**config.mk**
```make
export PLATFORM = sky130hd
export DESIGN_NAME = fdiv_seq
export DESIGN_NICKNAME = d
export VERILOG_FILES = /design/src/rtl/fdiv_seq.sv
export SDC_FILE = /design/constraint.sdc
export NUM_CORES = 1
export LEC_CHECK = 0
export CORE_MARGIN = 2
export CORE_UTILIZATION = 30
export DETAILED_ROUTE_END_ITERATION = 16
export PLACE_DENSITY = 0.47
export SETUP_SLACK_MARGIN = 0.1
export SKIP_CTS_REPAIR_TIMING = 1
export SYNTH_ARGS = -nofsm -noshare
export SYNTH_HDL_FRONTEND = slang
export SYNTH_SLANG_ARGS = --single-unit
```
**constraint.sdc**
```tcl
create_clock -name clk -period 5.35 [get_ports clk]
set_clock_uncertainty 0.05 [all_clocks]
set_input_delay 0.535 -clock clk [delete_from_list [all_inputs] [get_ports clk]]
set_output_delay 0.535 -clock clk [all_outputs]
set_load 0.03 [all_outputs]
```
**src/rtl/fdiv_seq.sv**
```systemverilog
// fdiv_seq: multi-cycle IEEE-754 single-precision divider, y = x1 / x2.
// The mantissa quotient comes from a restoring digit recurrence that produces
// RADIX_BITS quotient bits per cycle. The result is rounded to nearest, ties
// to even. The latency is the same for every operand pair, special operands
// included.
// Optional feature macro: FDIV_DZ_FLAG_EN. When it is defined, a separate dz
// output reports division by zero. When it is not defined, division by zero
// is reported on ovf.
module fdiv_seq #(
  parameter int RADIX_BITS = 1
) (
  input  logic        clk,
  input  logic        rstn,
  input  logic        in_valid,
  output logic        in_ready,
  input  logic [31:0] x1,
  input  logic [31:0] x2,
  output logic        out_valid,
  input  logic        out_ready,
  output logic [31:0] y,
  output logic        ovf
`ifdef FDIV_DZ_FLAG_EN
  ,
  output logic        dz
`endif
);

  localparam int QBITS = 26;
  localparam int NITER = (QBITS + RADIX_BITS - 1) / RADIX_BITS;
  localparam int CNT_W = $clog2(NITER);

  if (RADIX_BITS != 1 && RADIX_BITS != 2) begin : g_bad_radix
    $error("fdiv_seq: RADIX_BITS must be 1 or 2");
  end

  typedef enum logic [1:0] {IDLE, DIV, ROUND, DONE} state_t;

  state_t state_reg, state_next;

  logic [CNT_W-1:0]  cnt_reg;
  logic              sign_reg;
  logic signed [9:0] exp_reg;
  logic [23:0]       mb_reg;
  logic [24:0]       rem_reg;
  logic [QBITS-1:0]  q_reg;
  logic              spec_reg;
  logic [31:0]       spec_y_reg;
  logic              spec_ovf_reg;
`ifdef FDIV_DZ_FLAG_EN
  logic              spec_dz_reg;
`endif

  logic accept;
  assign accept    = in_valid && (state_reg == IDLE);
  assign in_ready  = (state_reg == IDLE);
  assign out_valid = (state_reg == DONE);

  // Operand fields. Denormal inputs (exponent 0) are treated as zero.
  logic [7:0]  e1, e2;
  logic [22:0] m1, m2;
  logic        s_in;
  logic        zero1, zero2, inf1, inf2, nan1, nan2;
  assign e1    = x1[30:23];
  assign e2    = x2[30:23];
  assign m1    = x1[22:0];
  assign m2    = x2[22:0];
  assign s_in  = x1[31] ^ x2[31];
  assign zero1 = (e1 == 8'h00);
  assign zero2 = (e2 == 8'h00);
  assign inf1  = (e1 == 8'hFF) && (m1 == 23'd0);
  assign inf2  = (e2 == 8'hFF) && (m2 == 23'd0);
  assign nan1  = (e1 == 8'hFF) && (m1 != 23'd0);
  assign nan2  = (e2 == 8'hFF) && (m2 != 23'd0);

  // Classify the special operands in priority order.
  logic        spec_hit;
  logic [31:0] spec_y;
  logic        spec_ovf;
`ifdef FDIV_DZ_FLAG_EN
  logic        spec_dz;
`endif
  // Result for a special operand pair, taken from the raw inputs.
  always_comb begin
    spec_hit = 1'b1;
    spec_y   = 32'h0;
    spec_ovf = 1'b0;
`ifdef FDIV_DZ_FLAG_EN
    spec_dz  = 1'b0;
`endif
    if (nan1 || nan2 || (zero1 && zero2) || (inf1 && inf2)) begin
      spec_y = 32'h7FC0_0000;
    end else if (inf1) begin
      spec_y = {s_in, 8'hFF, 23'h0};
    end else if (inf2) begin
      spec_y = {s_in, 31'h0};
    end else if (zero1) begin
      spec_y = {s_in, 31'h0};
    end else if (zero2) begin
      spec_y = {s_in, 8'hFF, 23'h0};
`ifdef FDIV_DZ_FLAG_EN
      spec_dz  = 1'b1;
`else
      spec_ovf = 1'b1;
`endif
    end else begin
      spec_hit = 1'b0;
    end
  end

  // Unrolled restoring stages: RADIX_BITS quotient bits per DIV cycle.
  logic [24:0]           stage_rem [0:RADIX_BITS];
  logic [RADIX_BITS-1:0] stage_bit;
  assign stage_rem[0] = rem_reg;

  genvar gi;
  for (gi = 0; gi < RADIX_BITS; gi++) begin : g_stage
    logic        ge;
    logic [24:0] diff;
    logic [24:0] kept;
    assign ge   = stage_rem[gi] >= {1'b0, mb_reg};
    assign diff = stage_rem[gi] - {1'b0, mb_reg};
    assign kept = ge ? diff : stage_rem[gi];
    // The kept remainder is below mb (< 2^24), so the shift cannot lose a bit.
    assign stage_rem[gi+1] = kept << 1;
    assign stage_bit[RADIX_BITS-1-gi] = ge;
  end

  // Normalise, round to nearest even, then check the exponent range.
  logic              q_int;
  logic [23:0]       mant_pre;
  logic              rnd, sticky, inc;
  logic [24:0]       mant_sum;
  logic [23:0]       mant_fin;
  logic signed [9:0] e_pre, e_fin;
  logic [31:0]       rnd_y;
  logic              rnd_ovf;
  // Rounding datapath, used in the ROUND cycle.
  always_comb begin
    q_int    = q_reg[QBITS-1];
    mant_pre = q_int ? q_reg[25:2] : q_reg[24:1];
    rnd      = q_int ? q_reg[1] : q_reg[0];
    sticky   = (q_int & q_reg[0]) | (rem_reg != 25'd0);
    e_pre    = q_int ? exp_reg : exp_reg - 10'sd1;
    inc      = rnd & (sticky | mant_pre[0]);
    mant_sum = {1'b0, mant_pre} + {24'd0, inc};
    mant_fin = mant_sum[24] ? 24'h80_0000 : mant_sum[23:0];
    e_fin    = mant_sum[24] ? e_pre + 10'sd1 : e_pre;
    rnd_ovf  = 1'b0;
    if (e_fin >= 10'sd255) begin
      rnd_y   = {sign_reg, 8'hFF, 23'h0};
      rnd_ovf = 1'b1;
    end else if (e_fin <= 10'sd0) begin
      rnd_y = {sign_reg, 31'h0};
    end else begin
      rnd_y = {sign_reg, e_fin[7:0], mant_fin[22:0]};
    end
  end

  // State register.
  always_ff @(posedge clk) begin
    if (!rstn) state_reg <= IDLE;
    else       state_reg <= state_next;
  end

  // Next-state logic.
  always_comb begin
    state_next = state_reg;
    case (state_reg)
      IDLE:    if (in_valid) state_next = DIV;
      DIV:     if (cnt_reg == '0) state_next = ROUND;
      ROUND:   state_next = DONE;
      DONE:    if (out_ready) state_next = IDLE;
      default: state_next = IDLE;
    endcase
  end

  // Datapath: latch operands on accept, iterate in DIV, write the result in ROUND.
  always_ff @(posedge clk) begin
    if (!rstn) begin
      cnt_reg      <= '0;
      sign_reg     <= 1'b0;
      exp_reg      <= '0;
      mb_reg       <= '0;
      rem_reg      <= '0;
      q_reg        <= '0;
      spec_reg     <= 1'b0;
      spec_y_reg   <= '0;
      spec_ovf_reg <= 1'b0;
      y            <= '0;
      ovf          <= 1'b0;
`ifdef FDIV_DZ_FLAG_EN
      spec_dz_reg  <= 1'b0;
      dz           <= 1'b0;
`endif
    end else begin
      if (accept) begin
        cnt_reg      <= CNT_W'(NITER - 1);
        sign_reg     <= s_in;
        exp_reg      <= $signed({2'b00, e1}) - $signed({2'b00, e2}) + 10'sd127;
        mb_reg       <= {1'b1, m2};
        rem_reg      <= {2'b01, m1};
        q_reg        <= '0;
        spec_reg     <= spec_hit;
        spec_y_reg   <= spec_y;
        spec_ovf_reg <= spec_ovf;
`ifdef FDIV_DZ_FLAG_EN
        spec_dz_reg  <= spec_dz;
`endif
      end
      if (state_reg == DIV) begin
        cnt_reg <= cnt_reg - 1'b1;
        rem_reg <= stage_rem[RADIX_BITS];
        q_reg   <= {q_reg[QBITS-1-RADIX_BITS:0], stage_bit};
      end
      if (state_reg == ROUND) begin
        y   <= spec_reg ? spec_y_reg : rnd_y;
        ovf <= spec_reg ? spec_ovf_reg : rnd_ovf;
`ifdef FDIV_DZ_FLAG_EN
        dz  <= spec_reg & spec_dz_reg;
`endif
      end
    end
  end

endmodule

```
==> out/metrics.yaml <==
run_status:
  status: "finished clean"
grt:
  grt_max_degree: 94
  first_global_vias: 8253
  grt_antenna_before_repair: 0
  grt_pass1_wl_um: 43700
  groute.usage.overall: 0.1719
  gr-total-overflow: 0
floorplanning:
  fp-row-count: 63
  core_area_um2: 29720
  die_height_um: 178.1
  die_area_um2: 31730
  die_width_um: 178.1
  floorplan.initialDensity: 0.3061
  ioPinCount: 103
clocking:
  tritoncts: "yes"
  cts-root-buf: "sky130_fd_sc_hd__clkbuf_16"
  cts_inserted_buffers: 17
  clk-insertion-delay-late_ns: 0.43
  clock_sinks: 131
  cts_htree_levels: 4
  path_clk_slew_ns: 0.06
  max-clock-path-buffers: 2
power:
  p_per_area_nw_per_um2: 510.5
  vdd.ir_drop.worst_uv: 219.0
  leakage_nw: 4.197
  power_mw: 5.623
detailed_routing:
  ant_nets: 0
  wirelength_um: 26560
  vias: 8558
  dr_wl_met2_um: 11620
  topRoutingLayerUsed: "met4"
  met1Wirelength_um: 13500
  drt-pass1-iter-count: 4
  remaining_drc_errors: 0
  drt_first_iter_violations: 441
  met3WireLength_um: 895
  routed_wire_length_per_instance_um: 15.91
  drt-vias-per-instance: 5.125
logic_synthesis:
  main_combinational_cell_family_by_area_after_synthesis: "simple AND/OR/NAND/NOR gates"
  avgSynthCellArea_um2: 7.519
  syn-cell-area_um2: 9097
  synth_warnings: 0
  synthesis.instances: 1210
  yosys.area_share.simple: 0.2573
  asyncSetResetFlopFracSynth: 0
  sequential_area_share_after_synthesis: 0.2883
  ys_seq_elements: 131
  ys_types: 76
  synthFlopType: "sky130_fd_sc_hd__dfxtp_1"
  muxShareOfSynthArea: 0.03370
  yosys.area_share.adder: 0.06216
  post_synthesis_share_of_cell_area_spent_on_xor_and_xnor_gates: 0.05199
  synth-compound-area-share: 0.2476
  synth.net_count: 1322
  number_of_enable_flip_flop_cells_after_synthesis: 0
sta:
  finalSetupViolCount: 0
  final-max-slew-violation-count: 0
  max_freq_mhz: 240.5
  finalCriticalPeriod_ns: 4.158
  final.setup.tns_ns: 0
  tightest_slew_ns: 1.058
  finalCritPeriodShare: 0.7772
  grt_setup_unrepaired: "false"
  final-hold-violation-count: 0
  maxSlewHeadroom: 0.2884
setup_path:
  worst_r2r_setup_slack_ns: 1.19
  reg2regPathDepth: 14
  worst_r2r_startpoint: "q_reg[25]$_SDFFE_PN0P_"
  critical_path.max_fanout: 27
  worst_r2r_endpoint: "y[15]$_SDFFE_PN0P_"
  start_kind: "register"
  critical_path_arrival_ns: 4.42
  cp-end-kind: "register"
  crit_required_ns: 5.61
  critPathKind: "register to register"
run:
  timing.max_cap.violations: 0
worst_hold_path:
  min_path_cells: 2
  hold_end: "mb_reg[20]$_SDFFE_PN0P_"
  hold_path.startpoint: "mb_reg[20]$_SDFFE_PN0P_"
  hold_path_class: "register to register"
cells_and_area:
  post_route_cells_drive_above_1_share: 0.05313
  layout.filler_cells: 3179
  number_of_flip_flops_in_the_largest_register: 32
  final_cell_count_no_fill: 1670
  layout.nets: 1379
  p_r_area_growth_vs_syn_pct: 21.08
  antenna_cells: 0
  layout.core_utilization: 0.3707
placement:
  dpl.cell_count: 1638
  globalplace.congestion: 0.8419
  place.detailed.hpwl_um: 19130
  portBuffers: 102
-- cell usage in the layout, fill, tap and decap left out, drive strengths merged, types with 4 or more instances in the layout --
cell type      instances
or3                    8
mux2                   5
a21o                  13
nor3                  19
buf                   13
a22o                  14
a211oi                12
ha                    42
nor2b                 18
nand4                 16
nand2                179
a32o                   8
o21a                   9
nor3b                  6
nand2b                13
a21oi                 76
dfxtp                131
o211a                  9
xnor2                 36
a31oi                 20
o21ai                 89
mux2i                 25
nand3                 27
clkbuf                17
a211o                  4
inv                   67
nor2                 100
xor2                  18
clkdlybuf4s50        101
a311oi                 6
nor4                  28
o31ai                  9
and3                  10
o2111ai                5
a21boi                36
or2                    4
and2                  37
-- critical path, cell delays in order (launching register included) --
cell and delay [ns]:
sky130_fd_sc_hd__dfxtp_2 0.69, sky130_fd_sc_hd__nand2_1 0.09, sky130_fd_sc_hd__a21boi_0 0.21, sky130_fd_sc_hd__ha_1 0.23, sky130_fd_sc_hd__nand4_1 0.16, sky130_fd_sc_hd__nor4_4 0.16
sky130_fd_sc_hd__buf_4 0.22, sky130_fd_sc_hd__nand3_1 0.25, sky130_fd_sc_hd__nor3_1 0.27, sky130_fd_sc_hd__mux2_2 0.37, sky130_fd_sc_hd__or2_1 0.28, sky130_fd_sc_hd__o41ai_4 0.50
sky130_fd_sc_hd__nor3_4 0.08, sky130_fd_sc_hd__buf_4 0.23, sky130_fd_sc_hd__a32o_1 0.25
-- layer usage --
metal	track usage	vias up
li1	-	4406
met4	0.05225	0
met1	0.2410	3957
met3	0.02451	29
met5	0	-
met2	0.2720	166
-- power by group --
group | internal, mW | total, mW | switching (mW) | leakage (nW)
clock | 0.749 | 1.26 | 0.511 | 0.300
sequential | 1.17 | 1.38 | 0.212 | 1.07
combinational | 1.20 | 2.98 | 1.78 | 2.83
-- through the flow --
stage / hold slack, ns / setup slack (ns) / instance area (um^2)
2_1_floorplan: 0.3931 / 0.4242 / 9097
3_3_place_gp: 0.4029 / 1.242 / 10400
3_5_place_dp: 0.4082 / 1.199 / 10400
4_1_cts: 0.4168 / 1.184 / 11020
5_1_grt: 0.4334 / 0.8498 / 11020
6_report: 0.4150 / 1.192 / 11020
-- kinds of logic after synthesis --
logic type / after synthesis
flops: 131
simple gates: 476
buf+inv: 135
mux: 30
fa+ha+maj: 44
compound gates: 340
xor+xnor: 54
-- area by class of cell --
class	count	area [um^2]	share of cell area
clock buffer	17	425.4	0.03862
clock inverter	15	193.9	0.01761
inverter	59	221.5	0.02010
multi-input combinational	944	5944	0.5396
sequential	131	2624	0.2382
tap	390	488.0	0.04430
timing repair buffer	114	1119	0.1015
-- how the worst max path moves through the flow --
| stage | from | end | depth (start not counted) |
|---|---|---|---|
| after floorplan | q_reg[25]$_SDFFE_PN0P_ | y[10]$_SDFFE_PN0P_ | 19 |
| after global placement | q_reg[25]$_SDFFE_PN0P_ | y[1]$_SDFFE_PN0P_ | 14 |
| after detailed placement | q_reg[25]$_SDFFE_PN0P_ | y[15]$_SDFFE_PN0P_ | 14 |
| after CTS | q_reg[25]$_SDFFE_PN0P_ | y[15]$_SDFFE_PN0P_ | 14 |
| after global routing | q_reg[25]$_SDFFE_PN0P_ | y[10]$_SDFFE_PN0P_ | 14 |
| final | q_reg[25]$_SDFFE_PN0P_ | y[15]$_SDFFE_PN0P_ | 14 |
-- cell usage after synthesis, drive strengths merged (8+ instances only) --
| cell | number | area share |
|---|---|---|
| a22o | 14 | 0.013 |
| or3 | 8 | 0.0055 |
| nor2b | 18 | 0.012 |
| nor3 | 19 | 0.012 |
| a21oi | 76 | 0.042 |
| xnor2 | 36 | 0.035 |
| a21o | 13 | 0.011 |
| a32o | 8 | 0.0088 |
| a21boi | 36 | 0.030 |
| mux2i | 25 | 0.028 |
| o21a | 9 | 0.0074 |
| nand2b | 13 | 0.0089 |
| nor2 | 100 | 0.042 |
| nand2 | 179 | 0.074 |
| o31ai | 9 | 0.0074 |
| a31oi | 20 | 0.014 |
| clkbuf | 59 | 0.024 |
| dfxtp | 131 | 0.29 |
| nand3 | 27 | 0.015 |
| nand4 | 16 | 0.013 |
| buf | 17 | 0.010 |
| a211oi | 12 | 0.010 |
| and3 | 10 | 0.0069 |
| nor4 | 28 | 0.023 |
| xor2 | 18 | 0.017 |
| o211a | 9 | 0.0099 |
| inv | 59 | 0.024 |
| ha | 42 | 0.058 |
| o21ai | 89 | 0.049 |
| and2 | 37 | 0.025 |
Power figures use the tool's default switching activity.
